===== config.mk =====
export PLATFORM = sky130hd
export DESIGN_NAME = mem_responder
export DESIGN_NICKNAME = d
export VERILOG_FILES = /design/src/rtl/mem_responder_pkg.sv /design/src/rtl/mem_responder.sv
export SDC_FILE = /design/constraint.sdc
export NUM_CORES = 1
export LEC_CHECK = 0
export ABC_AREA = 1
export CORE_MARGIN = 2
export CORE_UTILIZATION = 43
export DETAILED_ROUTE_END_ITERATION = 12
export PLACE_DENSITY = 0.8
export SETUP_SLACK_MARGIN = 0.5
export SLEW_MARGIN = 30
export SYNTH_ARGS = -nofsm -noshare
export SYNTH_HDL_FRONTEND = slang
export SYNTH_SLANG_ARGS = --single-unit

===== constraint.sdc =====
create_clock -name clk -period 1.8 [get_ports clk]
set_input_delay 0.18 -clock clk [delete_from_list [all_inputs] [get_ports clk]]
set_output_delay 0.18 -clock clk [all_outputs]
set_load 0.01 [all_outputs]

===== src/rtl/mem_responder_pkg.sv =====
// Shared types for the memory responder: FSM state encoding and port grant codes.
package mem_responder_pkg;

  typedef enum logic [1:0] {
    MEMRESP_IDLE   = 2'd0,
    MEMRESP_WAIT   = 2'd1,
    MEMRESP_ACCESS = 2'd2,
    MEMRESP_RESP   = 2'd3
  } state_e;

  typedef enum logic {
    GRANT_I = 1'b0,
    GRANT_D = 1'b1
  } grant_e;

  // Wide enough for the largest legal LATENCY-1 (14).
  localparam int CNT_W = 4;

endpackage


===== src/rtl/mem_responder.sv =====
// Arbitrates instruction-fetch and data requests onto one synchronous RAM,
// with a programmable wait before each access and a one-cycle ready pulse back.
module mem_responder
  import mem_responder_pkg::*;
#(
  parameter int ADDR_WIDTH = 16,
  parameter int DATA_WIDTH = 16,
  parameter int LATENCY    = 2
) (
  input  logic                  clk,
  input  logic                  reset,
  input  logic                  i_mem_read,
  input  logic [ADDR_WIDTH-1:0] i_address,
  output logic [DATA_WIDTH-1:0] i_data,
  output logic                  i_ready,
  input  logic                  d_mem_read,
  input  logic                  d_mem_write,
  input  logic [ADDR_WIDTH-1:0] d_address,
  input  logic [DATA_WIDTH-1:0] d_wdata,
  output logic [DATA_WIDTH-1:0] d_rdata,
  output logic                  d_ready,
  output logic                  mem_en,
  output logic                  mem_we,
  output logic [ADDR_WIDTH-1:0] mem_addr,
  output logic [DATA_WIDTH-1:0] mem_wdata,
  input  logic [DATA_WIDTH-1:0] mem_rdata
);

  localparam logic [CNT_W-1:0] CNT_LOAD = CNT_W'(LATENCY - 1);

  state_e                state_q, state_d;
  grant_e                grant_q, grant_d;
  logic                  op_we_q, op_we_d;
  logic [ADDR_WIDTH-1:0] addr_q, addr_d;
  logic [DATA_WIDTH-1:0] wdata_q, wdata_d;
  logic [CNT_W-1:0]      cnt_q, cnt_d;
  logic                  mem_en_q, mem_en_d;
  logic                  mem_we_q, mem_we_d;
  logic                  i_ready_q, i_ready_d;
  logic                  d_ready_q, d_ready_d;
  logic [DATA_WIDTH-1:0] i_data_q, i_data_d;
  logic [DATA_WIDTH-1:0] d_rdata_q, d_rdata_d;

  always_comb begin
    state_d   = state_q;
    grant_d   = grant_q;
    op_we_d   = op_we_q;
    addr_d    = addr_q;
    wdata_d   = wdata_q;
    cnt_d     = cnt_q;
    mem_en_d  = 1'b0;
    mem_we_d  = 1'b0;
    i_ready_d = 1'b0;
    d_ready_d = 1'b0;

    // RAM read data arrives during RESP, so the data outputs pass it straight
    // through in that cycle and hold it afterwards.
    i_data_d  = (state_q == MEMRESP_RESP && grant_q == GRANT_I) ? mem_rdata : i_data_q;
    d_rdata_d = (state_q == MEMRESP_RESP && grant_q == GRANT_D && !op_we_q) ? mem_rdata
                                                                            : d_rdata_q;

    case (state_q)
      MEMRESP_IDLE: begin
        // Data port wins: the older instruction sitting in MEM must not stall.
        if (d_mem_read || d_mem_write) begin
          grant_d = GRANT_D;
          op_we_d = d_mem_write;
          addr_d  = d_address;
          wdata_d = d_wdata;
          cnt_d   = CNT_LOAD;
          state_d = MEMRESP_WAIT;
        end else if (i_mem_read) begin
          grant_d = GRANT_I;
          op_we_d = 1'b0;
          addr_d  = i_address;
          wdata_d = d_wdata;
          cnt_d   = CNT_LOAD;
          state_d = MEMRESP_WAIT;
        end
      end
      MEMRESP_WAIT: begin
        if (cnt_q == '0) begin
          state_d  = MEMRESP_ACCESS;
          mem_en_d = 1'b1;
          mem_we_d = op_we_q;
        end else begin
          cnt_d = cnt_q - 1'b1;
        end
      end
      MEMRESP_ACCESS: begin
        state_d   = MEMRESP_RESP;
        i_ready_d = (grant_q == GRANT_I);
        d_ready_d = (grant_q == GRANT_D);
      end
      default: begin
        state_d = MEMRESP_IDLE;
      end
    endcase
  end

  always_ff @(posedge clk) begin
    if (reset) begin
      state_q   <= MEMRESP_IDLE;
      grant_q   <= GRANT_I;
      op_we_q   <= 1'b0;
      addr_q    <= '0;
      wdata_q   <= '0;
      cnt_q     <= '0;
      mem_en_q  <= 1'b0;
      mem_we_q  <= 1'b0;
      i_ready_q <= 1'b0;
      d_ready_q <= 1'b0;
      i_data_q  <= '0;
      d_rdata_q <= '0;
    end else begin
      state_q   <= state_d;
      grant_q   <= grant_d;
      op_we_q   <= op_we_d;
      addr_q    <= addr_d;
      wdata_q   <= wdata_d;
      cnt_q     <= cnt_d;
      mem_en_q  <= mem_en_d;
      mem_we_q  <= mem_we_d;
      i_ready_q <= i_ready_d;
      d_ready_q <= d_ready_d;
      i_data_q  <= i_data_d;
      d_rdata_q <= d_rdata_d;
    end
  end

  assign mem_en    = mem_en_q;
  assign mem_we    = mem_we_q;
  assign mem_addr  = addr_q;
  assign mem_wdata = wdata_q;
  assign i_ready   = i_ready_q;
  assign d_ready   = d_ready_q;
  assign i_data    = i_data_d;
  assign d_rdata   = d_rdata_d;

endmodule

# ---- Word level (Yosys, flattened, before mapping)
# Cells that the tools add are included.
dict set report classes {
  addsub 1
  eq_ne 6
  muxes 18
  n_bitwise 4
  n_reduce_logical 15
}
# cell count
set ops {}
lappend ops {{2-to-1 mux 16 bit} 6}
lappend ops {{2-to-1 mux 4 bit} 3}
lappend ops {{case mux 4 bit (2 select lines)} 1}
lappend ops {{2-to-1 mux 2 bit} 3}
lappend ops {{case mux 2 bit (3 select lines)} 1}
lappend ops {{equality test 2 bit, second input constant} 2}
lappend ops {{logical NOT 4 bit} 1}
lappend ops {{2-to-1 mux 1 bit} 4}
lappend ops {{!= test 2 bit, second input constant} 2}
lappend ops {{inverter 1 bit} 4}
lappend ops {{AND reduction 2 bit} 2}
lappend ops {{nonzero test 2 bit} 2}
lappend ops {{OR reduction 2 bit} 2}
lappend ops {{subtractor 4 x 1 -> 4 bit, second input constant} 1}
lappend ops {{logical AND 1 bit} 3}
lappend ops {{!= test 3 bit, second input constant} 1}
lappend ops {{AND reduction 3 bit} 1}
lappend ops {{OR reduction 3 bit} 1}
lappend ops {{equality test 2 x 1 -> 1 bit, second input constant} 1}
lappend ops {{logical NOT 2 bit} 1}
lappend ops {{logical NOT 1 bit} 1}
lappend ops {{logical OR 1 bit} 1}
dict set report word_totals {
  register_bits 76
  input_bits 69
  out_inout_bits 68
  wordCells 56
}

# ---- Depth between registers and ports, before layout
# Gate-level depths: netlist (run 1).
dict set report depth {
  ltp_word 4
  ltp_mapped 10
  depth_no_buf 10
}

# ---- Worst setup path before layout (run 1)
# OpenSTA, ideal clock, no wires.
dict set report synth_path {
  path_kind {reg-to-output}
  from {register state_q[0]}
  to {output d_rdata[1]}
  t_arrival_ns 1.202
  required_time_ns 1.620
  setup_slack_ns 0.418
  stages_incl_launch_ff 7
  n_path_buf 1
  path_cell_list {dfxtp_1 > ha_1 > nand3_1 > clkbuf_1 > nand2_1 > o21ai_0 > inv_1}
}
dict set report synth_between {
  elab_chain_cells 4
}
# element line
set synth_rtl {}
lappend synth_rtl {{from (decl)} mem_responder.sv:31} ;# state_e state_q, state_d;
lappend synth_rtl {{from (signal assigned)} mem_responder.sv:116} ;# state_q <= state_d;
lappend synth_rtl {{equality test 2 bit} mem_responder.sv:59} ;# d_rdata_d = (state_q == MEMRESP_RESP && grant_q == GRANT_D && !op_we_q) ? mem_rdata
lappend synth_rtl {{logical AND 1 bit (2 in series)} mem_responder.sv:59}
lappend synth_rtl {{2-to-1 mux 16 bit} mem_responder.sv:59}
lappend synth_rtl {{to (decl)} mem_responder.sv:20} ;# output logic [DATA_WIDTH-1:0] d_rdata,
# No other way between the ends.

# ---- Final worst setup path (run 1)
dict set report layout_path {
  from {register state_q[1]}
  to {output d_rdata[1]}
}
# The elaborated chain is that of the path after synthesis.

==> flow_summary_export.csv, run 1 <==
group,metric,value,unit
floorplan,core_area,0.00761,mm²
route,post_drt_wl_per_cell,15.4,µm
route,vias,3764,
global_route,grt_usage,23.0,%
yosys,synth_area,0.00332,mm²
floorplan,initial_core_util,43.6,%
route,via_per_inst,4.91,
power,p_per_area,1430,mW/mm²
layout,final_cell_mix,"nand2_1, inv_1, dfxtp_1",
yosys,synth_seq_cells,76,
critical_path,r2r_start,"state_q[1]",
global_route,antenna_found_initial,0,
power,switching_share,42.1,%
floorplan,die_w,91.8,µm
timing,fin_tns_setup,-1420,ps
timing,rsz0062_at_grt,"yes",
clocking,cts_max_level,3,
clocking,clock_sinks,76,
clocking,cts_tree,"done",
yosys,syn_nets,560,
critical_path,crit_required,1620,ps
critical_path,crit_arrival,1710,ps
critical_path,endpoint_kind,"primary output",
critical_path,reg2reg_depth,11,
clocking,root_buffer,"clkbuf_8",
power,clock_power_share,15.5,%
critical_path,path_cells,"ha_4, nand3_4, buf_16, buf_6, o21ai_4, inv_1, buf_2",
floorplan,num_rows,32,
route,first_iter_violations,149,
hold_path,holdPathEnd,"mem_wdata[12]",
layout,postLayoutCoreUtil,81.1,%
hold_path,hold_start,"d_wdata[12]",
critical_path,slowest_stage,"dfxtp_4",
layout,nets,735,
critical_path,slowest_delay,370,ps
critical_path,rrSetupSlack,90,ps
clocking,clock_latency,340,ps
route,ant_nets,0,
route,drc,0,
floorplan,num_io_pins,137,
run_status,failed_checks,"setup timing",
layout,mostFrequentLayoutCell,"nand2_1",
timing,hold_violations,0,
critical_path,critPathMaxFanout,8,
timing,maxSlewViolCount,0,
timing,finClkSkew,12.7,ps
timing,fmax,0.528,GHz
route,totalWireLength,11800,µm
place,dp.cells,710,
hold_path,worstHoldPathType,"input port to flip-flop",
run_status,status,"complete, but fails checks",
place,place_congestion,0.846,
layout,final_area,0.00617,mm²
clocking,cts_buffer_depth,2,
layout,drive_gt1_share,32.8,%
yosys,yosysWarnings,0,
global_route,overflow,0,
place,portBuffers,136,
critical_path,path_class,"flip-flop to primary output",
critical_path,timing.rr.end,"d_rdata_q[9]",
clocking,clk_pin_slew_worst_paths,90,ps
power,netSwitchingPower,3710,µW
layout,diodes,0,
yosys,yosysUniqueCellTypes,21,
timing,worst_slack,-94.9,ps
critical_path,worst-path-buf-inv,4,
flow_run,cap_viol_max_count,0,
power,share_comb_of_total_power,58.2,%
critical_path,crit_family,"buffers and inverters",
power,irDropWorstVdd,0.000939,V
floorplan,die_height,91.8,µm
power,pwr-share-seq,26.3,%
power,p_leak,0.00315,µW
timing,fin_crit,1890,ps
global_route,grt_pass1_vias,3410,
place,dp_hpwl,5850,µm
floorplan,die-area,0.00844,mm²
hold_path,hold_depth,3,
timing,slew_headroom,50.9,%
route,first_pass_iters,4,
yosys,seq_area_frac_synth,45.9,%
layout,area_growth,85.8,%
timing,setup_violations,24,
timing,fin_crit_sh,105,%
global_route,grt_pass1_wl,15600,µm
layout,finalNonFillerCells,767,
timing,worstMarginPinSlew,735,ps
yosys,syn_area_per_cell,6.84,µm²
place,dpl_cell_area,0.00476,mm²
clocking,cts_buffers,9,
critical_path,worst_setup_path_start_kind,"flip-flop",
power,p_int,5100,µW
yosys,syn-instance-count,485,
global_route,grt_start_max_net_pins,56,
-- worst max-delay path by stage --
| stage | cells after the start | start | end | slack [ps] |
|---|---|---|---|---|
| after floorplan | 5 | state_q[0] | d_rdata[10] | 470 |
| after global placement | 6 | state_q[0] | i_data[4] | 60 |
| after detailed placement | 6 | state_q[0] | d_rdata[10] | -3 |
| after CTS | 6 | state_q[1] | d_rdata[4] | -80 |
| after global routing | 6 | state_q[1] | i_data[0] | -160 |
| final | 7 | state_q[1] | d_rdata[1] | -90 |
-- metrics by stage --
step / hold WS (ps) / worst slack [ps] / power [µW]
6_report: 447 / -94.9 / 8800
5_1_grt: 456 / -159 / 9300
4_1_cts: 426 / -75.7 / 7690
3_5_place_dp: 455 / -3.41 / 5250
3_3_place_gp: 450 / 64.8 / 5170
2_1_floorplan: 320 / 471 / 4070
-- cells in the mapped netlist (all sizes together) --
cell type	count	area share, %
a21oi	20	3.9
buf	12	3.1
clkbuf	10	1.1
dfxtp	76	46
ha	6	2.3
inv	83	9.5
nand2	137	16
nand3	6	0.91
nor2	81	9.4
nor3	3	0.45
o211ai	1	0.23
o21ai	50	7.5
-- worst min-delay path, cell delays in order --
cell and delay [ps]:
clkdlybuf4s50_1 390, o21ai_1 130, nor2_1 60
-- state kept, by name (all words and copies together) (netlist names) --
signal / flops
cnt_q: 4
d_rdata_q: 16
d_ready: 1
grant_q: 1
i_data_q: 16
i_ready: 1
mem_addr: 16
mem_en: 1
mem_wdata: 16
mem_we: 1
op_we_q: 1
state_q: 2
-- cell families (layout without fill, tap and decap cells) --
group	Yosys count	count (layout)	synth area share, %
and+or+nand+nor	227	227	26.5
buffers and inverters	105	285	13.6
adders and majority gates	6	6	2.26
AOI/OAI and AO/OA	71	71	11.7
DFF	76	76	45.9
-- repair_timing --
| item | 4_1_cts | 5_1_grt |
|---|---|---|
| endpoints found under the setup margin | 106 | 78 |
| gates cloned | 5 | 5 |
| pin swaps | 36 | 23 |
| endpoints found under the hold margin | 0 | 0 |
| hold buffers | 0 | 0 |
| resized for setup | 261 | 124 |
| buffers inserted | 21 | 10 |
-- routing by layer --
metal	routed length (µm)	global-route usage [%]	vias to the layer above
met5	0	0	-
met3	868	7.97	31
li1	-	-	1813
met2	6160	41.2	164
met4	316	6.59	0
met1	4500	25.8	1756
-- final cells by class --
class	count	area (µm²)
clock buffer	10	138
clock inverter	6	72.6
fill	444	1440
inverter	83	350
multi-input combinational	304	2020
sequential	76	1530
tap	102	128
timing repair buffer	183	1870
timing repair inverter	3	62.6
-- power by group through the flow --
stage	clock, µW	combinational, µW	sequential (µW)
finish	1360	5120	2320
global route	1470	5470	2360
CTS	1360	4100	2230
detailed placement	0	3000	2250
global placement	0	2940	2230
floorplan	0	1720	2350
(Power assumes the default switching activity.)
==> run 2: changes to the inputs <==
--- a/config.mk
+++ b/config.mk
@@ -8,7 +8,9 @@
 export ABC_AREA = 1
 export CORE_MARGIN = 2
 export CORE_UTILIZATION = 43
+export CTS_CLUSTER_SIZE = 20
 export DETAILED_ROUTE_END_ITERATION = 12
+export GPL_ROUTABILITY_DRIVEN = 0
 export PLACE_DENSITY = 0.8
 export SETUP_SLACK_MARGIN = 0.5
 export SLEW_MARGIN = 30
==> results of run 2 <==
Final layout, timing and power as in run 1 (identical DEF).
==> run 3: changes to the inputs <==
--- a/config.mk
+++ b/config.mk
@@ -6,13 +6,15 @@
 export NUM_CORES = 1
 export LEC_CHECK = 0
 export ABC_AREA = 1
-export CORE_MARGIN = 2
+export CORE_MARGIN = 10
 export CORE_UTILIZATION = 43
 export CTS_CLUSTER_SIZE = 20
 export DETAILED_ROUTE_END_ITERATION = 12
 export GPL_ROUTABILITY_DRIVEN = 0
+export GPL_TIMING_DRIVEN = 0
 export PLACE_DENSITY = 0.8
 export SETUP_SLACK_MARGIN = 0.5
+export SKIP_LAST_GASP = 1
 export SLEW_MARGIN = 30
 export SYNTH_ARGS = -nofsm -noshare
 export SYNTH_HDL_FRONTEND = slang
==> run 3 against run 2 <==
  * The run still ends with setup timing left
  * Cell area increased by 8.6%
  * Via count increased by 15%
  * Final cell count increased by 5.2%
  * Global-route usage increased by 0.14 points
==> flow_summary_export.csv, run 3 (synthesized netlist as in run 1, its figures left out) <==
group,metric,value,unit
timing,worst_slack,-130,ps
route,drc,0,
floorplan,num_io_pins,137,
layout,mostFrequentLayoutCell,"nand2_1",
timing,setup_violations,29,
global_route,grt_start_max_net_pins,14,
global_route,antenna_found_initial,0,
clocking,cts_tree,"done",
clocking,cts_buffers,9,
route,totalWireLength,18000,µm
power,pwr-share-seq,23.4,%
timing,fin_crit,1930,ps
critical_path,reg2reg_depth,11,
critical_path,crit_family,"buffers and inverters",
timing,hold_violations,0,
layout,nets,778,
route,first_iter_violations,268,
place,dp_hpwl,8040,µm
critical_path,slowest_delay,370,ps
clocking,hold_buffers,0,
global_route,grt_usage,23.2,%
layout,finalNonFillerCells,807,
timing,fmax,0.518,GHz
timing,slew_headroom,50.5,%
critical_path,path_cells,"ha_4, nand3_4, bufbuf_16, nand2_1, o21ai_2, inv_1, buf_2",
floorplan,die_height,108,µm
critical_path,slowest_stage,"dfxtp_4",
route,post_drt_wl_per_cell,22.3,µm
critical_path,endpoint_kind,"primary output",
power,power,10200,µW
timing,fin_crit_sh,107,%
route,via_per_inst,5.37,
route,ant_nets,0,
run_status,failed_checks,"setup timing",
clocking,cts_max_level,3,
critical_path,crit_required,1620,ps
place,dp.cells,720,
layout,drive_gt1_share,42.8,%
layout,num-fill-cells,271,
clocking,cts_buffer_depth,2,
hold_path,hold_depth,3,
floorplan,core_area,0.00737,mm²
layout,final_cell_mix,"nand2_1, dfxtp_1, clkdlybuf4s50_1",
critical_path,cp_num_cells,7,
timing,rsz0062_at_grt,"yes",
clocking,clk_pin_slew_worst_paths,90,ps
critical_path,worst-path-buf-inv,3,
power,p_int,5860,µW
power,p_per_area,1520,mW/mm²
floorplan,num_rows,31,
timing,finClkSkew,11.1,ps
critical_path,cp-startpoint,"state_q[0]",
place,dpl_worst_slack,-290,ps
global_route,grt_pass1_wl,21500,µm
route,vias,4335,
run_status,status,"complete, but fails checks",
power,clock_power_share,15.3,%
power,netSwitchingPower,4290,µW
layout,area_growth,102,%
floorplan,die_w,108,µm
critical_path,r2r_start,"state_q[0]",
hold_path,worstHoldPathType,"input port to flip-flop",
layout,diodes,0,
global_route,grt_pass1_vias,4206,
power,irDropWorstVdd,0.000768,V
timing,maxSlewViolCount,0,
power,share_comb_of_total_power,61.4,%
critical_path,cp-endpoint,"d_rdata[11]",
critical_path,critPathMaxFanout,5,
clocking,root_buffer,"clkbuf_8",
critical_path,timing.rr.end,"i_data_q[2]",
power,switching_share,42.3,%
critical_path,rrSetupSlack,80,ps
layout,postLayoutCoreUtil,90.8,%
place,portBuffers,136,
power,p_leak,0.00330,µW
global_route,overflow,0,
floorplan,die-area,0.0116,mm²
critical_path,path_class,"flip-flop to primary output",
critical_path,worst_setup_path_start_kind,"flip-flop",
route,first_pass_iters,5,
timing,worstMarginPinSlew,742,ps
critical_path,crit_arrival,1750,ps
clocking,clock_sinks,76,
clocking,clock_latency,370,ps
floorplan,initial_core_util,45.0,%
flow_run,cap_viol_max_count,0,
[run 3: worst min-delay path, delay by kind of cell]
family	cells	cell delay, ps
AO/OA/AOI/OAI	1	130
buffers and inverters	1	420
AND/OR/NAND/NOR	1	40
[run 3: worst min path at each step]
stage | start | to | slack (ps)
final | d_wdata[14] | mem_wdata[14] | 430
after global routing | d_wdata[12] | mem_wdata[12] | 440
after CTS | d_wdata[8] | mem_wdata[8] | 440
after detailed placement | mem_addr[8] | mem_addr[8] | 460
after global placement | mem_addr[5] | mem_addr[5] | 450
after floorplan | d_mem_write | op_we_q | 320
[run 3: through the flow]
stage               area (µm²)  hold slack [ps]  setup TNS, ps
CTS                       5760              444              0
global route              6690              438          -2450
finish                    6690              435          -1360
global placement          4800              450          -5850
detailed placement        4800              456          -6590
floorplan                 3320              320              0
[run 3: routing by layer]
metal | vias to the layer above | share of wire (%) | global-route usage [%]
met5 | - | 0 | 0
met4 | 0 | 6.5 | 11.3
met3 | 106 | 8.9 | 8.56
met2 | 331 | 50 | 40.7
met1 | 2008 | 35 | 23.7
li1 | 1890 | - | -
[run 3: layout make-up]
type | count | area, µm² | area share, %
multi-input cells | 305 | 2180 | 32.6
repair buffers | 206 | 2040 | 30.5
flip-flops and latches | 76 | 1530 | 22.9
inverters | 83 | 332 | 4.95
plain buffers | 22 | 253 | 3.78
clock buffers | 11 | 141 | 2.11
well taps | 99 | 124 | 1.85
clock inverters | 5 | 85.1 | 1.27
[run 3: power by group through the flow]
stage / combinational, µW / clock (µW) / sequential (µW)
final: 6230 / 1550 / 2370
after detailed placement: 3190 / 0 / 2270
after global placement: 3100 / 0 / 2250
after global routing: 6510 / 1610 / 2400
after CTS: 4080 / 1470 / 2240
after floorplan: 1720 / 0 / 2350
[run 3: what timing repair did]
action                     in CTS  in global routing
pin swaps                      17                 43
buffers inserted               42                 19
gates resized for setup       313                209
gates cloned                    7                  3
setup endpoints to repair     140                 89
